[config.mk]
export PLATFORM = sky130hd
export DESIGN_NAME = seq_multiplier_flat
export DESIGN_NICKNAME = d
export VERILOG_FILES = /design/src/rtl/seq_mul_pkg.sv /design/src/rtl/seq_multiplier_if.sv /design/src/rtl/seq_multiplier.sv /design/src/flat_wrapper.sv
export SDC_FILE = /design/constraint.sdc
export NUM_CORES = 1
export LEC_CHECK = 0
export BUFFER_PORTS_ARGS = -buffer_cell sky130_fd_sc_hd__buf_2
export CORE_MARGIN = 10
export CORE_UTILIZATION = 50
export CTS_CLUSTER_SIZE = 28
export DETAILED_ROUTE_END_ITERATION = 10
export PLACE_DENSITY = 0.69
export SETUP_SLACK_MARGIN = 0.05
export SYNTH_ARGS = -nofsm -noshare
export SYNTH_HDL_FRONTEND = slang
export SYNTH_SLANG_ARGS = --single-unit
export TNS_END_PERCENT = 50
[constraint.sdc]
create_clock -name clk -period 9.21 [get_ports clk]
set_input_delay 0.921 -clock clk [delete_from_list [all_inputs] [get_ports clk]]
set_output_delay 0.921 -clock clk [all_outputs]
set_load 0.005 [all_outputs]
[src/rtl/seq_mul_pkg.sv]
// Shared types and derived-width helper for the sequential shift-add multiplier.
package seq_mul_pkg;

  typedef enum logic [1:0] {
    IDLE = 2'd0,
    CALC = 2'd1,
    FIX  = 2'd2
  } state_t;

  // Width of the iteration counter for a given operand width (WIDTH >= 2).
  function automatic int cnt_width(input int width);
    return $clog2(width);
  endfunction

endpackage

[src/rtl/seq_multiplier_if.sv]
// Start/done request bus between the ALU issue logic and the sequential multiplier.
interface seq_multiplier_if #(
  parameter int WIDTH = 16
);
  logic               start;
  logic               signed_mode;
  logic [WIDTH-1:0]   a;
  logic [WIDTH-1:0]   b;
  logic               busy;
  logic               done;
  logic [2*WIDTH-1:0] product;
  logic               overflow;

  modport master (
    output start, signed_mode, a, b,
    input  busy, done, product, overflow
  );

  modport slave (
    input  start, signed_mode, a, b,
    output busy, done, product, overflow
  );
endinterface

[src/rtl/seq_multiplier.sv]
// Iterative shift-add multiplier with full 2*WIDTH product; done follows edge WIDTH+1 after start,
// start ignored while busy. `SEQ_MUL_EARLY_TERM_EN stops iterating once the remaining multiplier is zero.
module seq_multiplier
  import seq_mul_pkg::*;
#(
  parameter int WIDTH = 16,
  parameter int CNT_W = cnt_width(WIDTH)
) (
  input  logic              clk,
  input  logic              rst_n,
  seq_multiplier_if.slave   bus
);

  localparam int               PW   = 2 * WIDTH;
  localparam logic [CNT_W-1:0] LAST = CNT_W'(WIDTH - 1);

  state_t            state;
  state_t            state_nxt;

  logic [PW-1:0]     acc;
  logic [PW-1:0]     mcand;
  logic [WIDTH-1:0]  mplier;
  logic [CNT_W-1:0]  count;
  logic              neg;
  logic              sgn;

  logic [PW-1:0]     product_q;
  logic              overflow_q;
  logic              done_q;

  logic [WIDTH-1:0]  a_mag;
  logic [WIDTH-1:0]  b_mag;
  logic [WIDTH-1:0]  mplier_shr;
  logic              last_step;
  logic [PW-1:0]     result;
  logic              ovf_nxt;

  // Magnitudes of the most negative value still fit in WIDTH unsigned bits.
  always_comb begin
    a_mag = bus.a;
    b_mag = bus.b;
    if (bus.signed_mode && bus.a[WIDTH-1]) a_mag = -bus.a;
    if (bus.signed_mode && bus.b[WIDTH-1]) b_mag = -bus.b;
  end

  assign mplier_shr = mplier >> 1;

`ifdef SEQ_MUL_EARLY_TERM_EN
  assign last_step = (count == LAST) || (mplier_shr == '0);
`else
  assign last_step = (count == LAST);
`endif

  always_comb begin
    result = neg ? -acc : acc;
    if (sgn) ovf_nxt = (result[PW-1:WIDTH] != {WIDTH{result[WIDTH-1]}});
    else     ovf_nxt = (result[PW-1:WIDTH] != '0);
  end

  always_ff @(posedge clk or negedge rst_n) begin
    if (!rst_n) state <= IDLE;
    else        state <= state_nxt;
  end

  always_comb begin
    state_nxt = state;
    case (state)
      IDLE:    if (bus.start) state_nxt = CALC;
      CALC:    if (last_step) state_nxt = FIX;
      FIX:     state_nxt = IDLE;
      default: state_nxt = IDLE;
    endcase
  end

  // mcand is pre-shifted each step, so it always equals the original multiplicand << count.
  always_ff @(posedge clk or negedge rst_n) begin
    if (!rst_n) begin
      acc        <= '0;
      mcand      <= '0;
      mplier     <= '0;
      count      <= '0;
      neg        <= 1'b0;
      sgn        <= 1'b0;
      product_q  <= '0;
      overflow_q <= 1'b0;
      done_q     <= 1'b0;
    end else begin
      done_q <= (state == FIX);
      case (state)
        IDLE: begin
          if (bus.start) begin
            acc    <= '0;
            mcand  <= PW'(a_mag);
            mplier <= b_mag;
            count  <= '0;
            neg    <= bus.signed_mode & (bus.a[WIDTH-1] ^ bus.b[WIDTH-1]);
            sgn    <= bus.signed_mode;
          end
        end
        CALC: begin
          if (mplier[0]) acc <= acc + mcand;
          mcand  <= mcand << 1;
          mplier <= mplier_shr;
          count  <= count + CNT_W'(1);
        end
        FIX: begin
          product_q  <= result;
          overflow_q <= ovf_nxt;
        end
        default: ;
      endcase
    end
  end

  assign bus.busy     = (state != IDLE);
  assign bus.done     = done_q;
  assign bus.product  = product_q;
  assign bus.overflow = overflow_q;

endmodule

[src/flat_wrapper.sv]
// flat-port wrapper written by rule: the top's interface ports become plain ports
module seq_multiplier_flat import seq_mul_pkg::*;
#(
  parameter int WIDTH = 16,
  parameter int CNT_W = cnt_width(WIDTH)
)
  (clk, rst_n, bus_start, bus_signed_mode, bus_a, bus_b, bus_busy, bus_done, bus_product, bus_overflow);
  seq_multiplier_if #(.WIDTH(WIDTH)) bus_i ();
  input  logic clk;
  input  logic rst_n;
  input wire logic [$bits(bus_i.start)-1:0] bus_start;
  input wire logic [$bits(bus_i.signed_mode)-1:0] bus_signed_mode;
  input wire logic [$bits(bus_i.a)-1:0] bus_a;
  input wire logic [$bits(bus_i.b)-1:0] bus_b;
  output wire logic [$bits(bus_i.busy)-1:0] bus_busy;
  output wire logic [$bits(bus_i.done)-1:0] bus_done;
  output wire logic [$bits(bus_i.product)-1:0] bus_product;
  output wire logic [$bits(bus_i.overflow)-1:0] bus_overflow;
  assign bus_i.start = bus_start;
  assign bus_i.signed_mode = bus_signed_mode;
  assign bus_i.a = bus_a;
  assign bus_i.b = bus_b;
  assign bus_busy = bus_i.busy;
  assign bus_done = bus_i.done;
  assign bus_product = bus_i.product;
  assign bus_overflow = bus_i.overflow;
  seq_multiplier #(.WIDTH(WIDTH), .CNT_W(CNT_W)) u_core (.clk(clk), .rst_n(rst_n), .bus(bus_i));
endmodule
Yosys cells after proc, flatten, opt, wreduce, memory -nomap -nowiden

Index checks and enable logic that the tools add are counted.
W data, S select, Z words.

Input bits: 36
Flip-flop bits (word level): 122
Word-level logic and storage cells: 50

Bitwise operators: 2
Muxes and demuxes: 16
Add/sub/neg operators: 5
Equality and inequality tests: 7
Reduce and logical (&&, ||, !) cells: 10

Operator list:

| kind                  | count |
|---|---|
| $mux W32              | 4 |
| $pmux W32 S2          | 2 |
| $mux W16              | 3 |
| $add A32 B32 Y32      | 1 |
| $neg A16 Y16          | 2 |
| $neg A32 Y32          | 1 |
| $pmux W16 S2          | 1 |
| $ne A16 B16 Y1        | 1 |
| $reduce_bool A16 Y1   | 1 |
| $pmux W4 S2           | 1 |
| $reduce_and A2 Y1     | 3 |
| $add A4 B1 Y4 const B | 1 |
| $eq A4 B4 Y1 const B  | 1 |
| $mux W2               | 2 |
| $mux W4               | 1 |
| $ne A2 B1 Y1 const B  | 2 |
| $pmux W2 S2           | 1 |
| $reduce_bool A2 Y1    | 2 |
| $reduce_and A3 Y1     | 1 |
| $eq A2 B1 Y1 const B  | 1 |
| $eq A2 B2 Y1 const B  | 1 |
| $logic_and A1 B1 Y1   | 2 |
| $logic_not A2 Y1      | 1 |
| $ne A2 B2 Y1 const B  | 1 |
| other kinds (3)       | 3 |

Depth between registers and ports, before layout

Depth in word-level cells: 4
Mapped depth: 12

Worst setup path before layout

No wires, ideal clock.

Path type: reg-to-reg
Start: register u_core.acc[14]
End: register u_core.overflow_q, in the netlist u_core.bus.overflow
Stages on the path, launching flop included: 10
Library setup time: 123 ps
Path slack: 6178 ps
Data required time: 9087 ps
Period minus slack after synthesis: 3032 ps
Buffers on the path: 0
Data arrival time: 2909 ps
Cell sequence: dfrtp_1 > or4_4 > or4b_4 > o21ai_1 > and4_1 > a311oi_1 > or4_4 > nor4_2 > a31oi_1 > o221a_1

Cells in the longest elaborated chain, start to end: 4
Elaborated cells on any way between the ends: 5
Those cells by class: add/sub: 1; eq/ne: 1; mux: 2; reduce/logical: 1

RTL lines:

| item                                                         | line                                       | source |
|---|---|---|
| from (decl)                                                  | seq_multiplier.sv:20                       | `logic [PW-1:0] acc;` |
| from (signal assigned)                                       | seq_multiplier.sv:101                      | `if (mplier[0]) acc <= acc + mcand;` |
| $neg A32 Y32 *                                               | seq_multiplier.sv:55                       | `result = neg ? -acc : acc;` |
| $mux W32 *                                                   | seq_multiplier.sv:55                       |  |
| $ne A16 B16 Y1 / $reduce_bool A16 Y1 (equally long branches) | seq_multiplier.sv:56, seq_multiplier.sv:57 |  |
| $mux W1 *                                                    | seq_multiplier.sv:56                       | `if (sgn) ovf_nxt = (result[PW-1:WIDTH] != {WIDTH{result[WIDTH-1]}});` |
| to (signal assigned)                                         | seq_multiplier.sv:108                      | `overflow_q <= ovf_nxt;` |
| to (decl)                                                    | seq_multiplier.sv:28                       | `logic overflow_q;` |

Mark *: on every way between the ends. The rest lies on a longest branch, timed or not.
A chain may end at the register's enable or synchronous reset.

Final worst setup path

Start: register u_core.acc[1]
End: register u_core.overflow_q, in the netlist u_core.bus.overflow

The elaborated chain is that of the path after synthesis.

==> impl_metrics.csv <==
group,metric,value,unit
drt,num_vias,6431,
timing,grt_setup_unrepaired,"false",
yosys,syn_inst,890,
drt,postRouteAntennaNets,0,
drt,firstDrtPassIters,4,
setup_path,slowest_stage,"or3b_2",
yosys,synth-async-reset-ratio,100,%
global_route,grt_overflow,0,
hold_path,min_path_cells,2,
global_route,grt_use_total,17.8,%
yosys,yosysSeqAreaShare,39.4,%
yosys,yosys_most_used_dff,"dfrtp_1",
clock_network,cts_hold_buffers,0,
timing,finalSetupViolCount,0,
yosys,syn-num-nets,962,
clock_network,cts.clk_slew.worst_paths,50,ps
setup_path,endpoint_kind,"register",
floorplan,ios,71,
global_route,grt_pass1_vias,6160,
timing,finalSetupTns,0,ps
yosys,mappedNetlistArea,7740,µm²
placed_design,dpl_cell_area,8180,µm²
power_and_ir_drop,vdd_drop_max,0.194,mV
drt,drc,0,
yosys,yosysWarnings,0,
yosys,ys_types,68,
final_layout,drive_above_1_share,13.1,%
timing,fin_hold_ws,463,ps
floorplan,fp.coreArea,15200,µm²
global_route,grt_max_degree,67,
timing,slew_headroom,23.5,%
clock_network,cts_sinks,122,
timing,finalHoldViolations,0,
final_layout,syn2layout_area_growth,13.1,%
placed_design,gp_congestion,0.922,
drt,vias_per_cell,5.65,
final_layout,final_cell_mix,"nand2_1 (136), o21ai_0 (122), dfrtp_1 (122), buf_2 (69), nor2_1 (55)",
final_layout,finalNetCount,1011,
yosys,synth-edff-count,0,
drt,drt_wl_total,17700,µm
clock_network,postCtsSetupBuffers,0,
setup_path,ff2ff_path_depth,11,
yosys,syn_area_per_cell,8.70,µm²
final_layout,fin_area,8760,µm²
floorplan,die_h,144,µm
setup_path,criticalPathCategory,"reg -> reg",
setup_path,worstPathArrival,3720,ps
clock_network,cts_buffer_depth,2,
timing,worstMarginPinSlew,1150,ps
timing,finalCritPeriodShare,37.1,%
timing,finClkSkew,10.3,ps
floorplan,num_rows,45,
clock_network,htree_levels,4,
final_layout,layout_commonest_cell,"nand2_1",
setup_path,cp_cell_sequence,"inv_1, ha_1, or3b_2, nor2_1, nand2_2, o31ai_2, o32ai_1, or4_4, nor4_2, a31oi_1, o221a_1",
global_route,antenna_found_initial,0,
clock_network,insertion_delay,420,ps
hold_path,hold_path.class,"reg -> reg",
setup_path,crit_fanout,7,
power_and_ir_drop,powerDensity,354,nW/µm²
power_and_ir_drop,power_leakage,0.00400,µW
timing,fmax,292,MHz
final_layout,antenna_cells,0,
setup_path,worst_setup_path_start_kind,"register",
clock_network,cts.repair.resized,0,
flow_run,max_cap_violations,0,
global_route,grt_pass1_wl,30000,µm
yosys,synth.ff_latch_count,122,
timing,slew_violations,0,
timing,fin_crit,3420,ps
clock_network,cts_buffers,17,
drt,drt-initial-drc-count,350,
clock_network,cts_root_buffer,"clkbuf_16",
floorplan,initial_core_util,50.9,%
placed_design,detailed_place_hpwl,13100,µm
placed_design,port-buffer-count,70,
drt,wl_per_cell,15.6,µm
clock_network,cts_tree,"built",
outcome,status,"complete, no violations",
setup_path,worstPathRequired,9510,ps
final_layout,fillers,1367,
floorplan,die_area,20900,µm²
floorplan,dieWidth,144,µm
setup_path,slowest_delay,500,ps
## flip-flops by register name, summed over array words and instances (netlist names)
register             flops
u_core.acc              32
u_core.bus.done          1
u_core.bus.product      32
u_core.sgn               1
u_core.count             4
u_core.bus.overflow      1
u_core.mcand            32
u_core.mplier           16
u_core.state             2
u_core.neg               1
## stage by stage
step           utilization (%)  std cells  power [µW]  setup slack (ps)
3_3_place_gp              53.8       1108        2440              5960
5_1_grt                   57.6       1139        3380              5560
6_report                  57.6       1139        3100              5790
3_5_place_dp              53.8       1108        2460              5860
2_1_floorplan                -        890        2080              6180
4_1_cts                   57.6       1139        3120              5810
## Yosys cell counts (all sizes together) (2+ instances only)
cell type	n	area, µm²
nand2	137	517
o21ai	123	616
dfrtp	122	3050
nor2	57	214
clkbuf	42	188
xor2	41	359
xnor2	40	350
a21oi	35	175
ha	35	438
a22oi	29	218
inv	22	82.6
nand3	17	85.1
nor3	16	80.1
a21o	15	113
o31ai	13	103
a31oi	11	68.8
and2	11	68.8
nor4	9	77.6
or3	8	51.3
or4	8	67.6
mux2i	6	60.1
nand4	6	43.8
nor2b	6	37.5
o21bai	6	45.0
o41ai	6	52.6
a22o	5	43.8
nand2b	5	31.3
and3	4	25.0
nand4b	4	35.0
nor3b	4	30.0
o211ai	4	30.0
a221o	3	30.0
a31o	3	26.3
buf	3	18.8
o21a	3	22.5
o311ai	3	26.3
a211o	2	18.8
a21boi	2	15.0
a311oi	2	17.5
a41o	2	20.0
nand3b	2	15.0
o31a	2	17.5
or2	2	12.5
## layout make-up
cell class / instances / area, µm² / area share [%]
Multi-Input combinational cell: 701 / 4420 / 50.4
Sequential cell: 122 / 3050 / 34.9
Clock buffer: 23 / 488 / 5.57
Timing Repair Buffer: 75 / 390 / 4.46
Tap cell: 188 / 235 / 2.69
Clock inverter: 8 / 92.6 / 1.06
Inverter: 22 / 82.6 / 0.943
## logic make-up (layout without fill, tap and decap cells)
kind of cell	after synthesis	after routing	share of synthesized area, %
flops	122	122	39.4
buf+inv	67	128	3.73
fa+ha+maj	36	36	5.91
mux	7	7	0.921
xor+xnor	81	81	9.16
simple gates	299	299	18.4
compound gates	278	278	22.5
## layer usage
metal | track usage [%] | up-vias | part of all wire (%)
met3 | 4.39 | 15 | 5.6
li1 | - | 3318 | -
met4 | 5.21 | 0 | 1.1
met1 | 24.1 | 2968 | 50
met5 | 0 | - | 0
met2 | 27.5 | 130 | 44
## report_power, final
group          leakage, µW  internal [µW]  total (µW)  switching (µW)
clock             0.000289            422         643             221
sequential         0.00156            765        1010             249
combinational      0.00216            617        1450             830
total              0.00400           1800        3100            1300
## worst paths after layout
| check | startpoint | endpoint | slack, ps |
|---|---|---|---|
| max in group asynchronous | rst_n | u_core.acc[13]$_DFFE_PN0P_ | 7380 |
| min in group asynchronous | rst_n | u_core.mplier[14]$_DFFE_PN0P_ | 550 |
| worst max register to register | u_core.acc[1]$_DFFE_PN0P_ | u_core.bus.overflow$_DFFE_PN0P_ | 5790 |
| worst max-delay path | u_core.acc[1]$_DFFE_PN0P_ | u_core.bus.overflow$_DFFE_PN0P_ | 5790 |
| worst min register to register | u_core.bus.product[26]$_DFFE_PN0P_ | u_core.bus.product[26]$_DFFE_PN0P_ | 460 |
| worst min-delay path | u_core.bus.product[26]$_DFFE_PN0P_ | u_core.bus.product[26]$_DFFE_PN0P_ | 460 |
## critical path: cells and delay by family (launching register included)
kind | cells | cell delay, ps
AND/OR/NAND/NOR | 5 | 1810
adder cells (fa/ha/maj) | 1 | 170
buffers and inverters | 1 | 130
AO/OA/AOI/OAI | 4 | 750
flip-flops | 1 | 440
No activity file was read; power rests on OpenSTA's default activity.
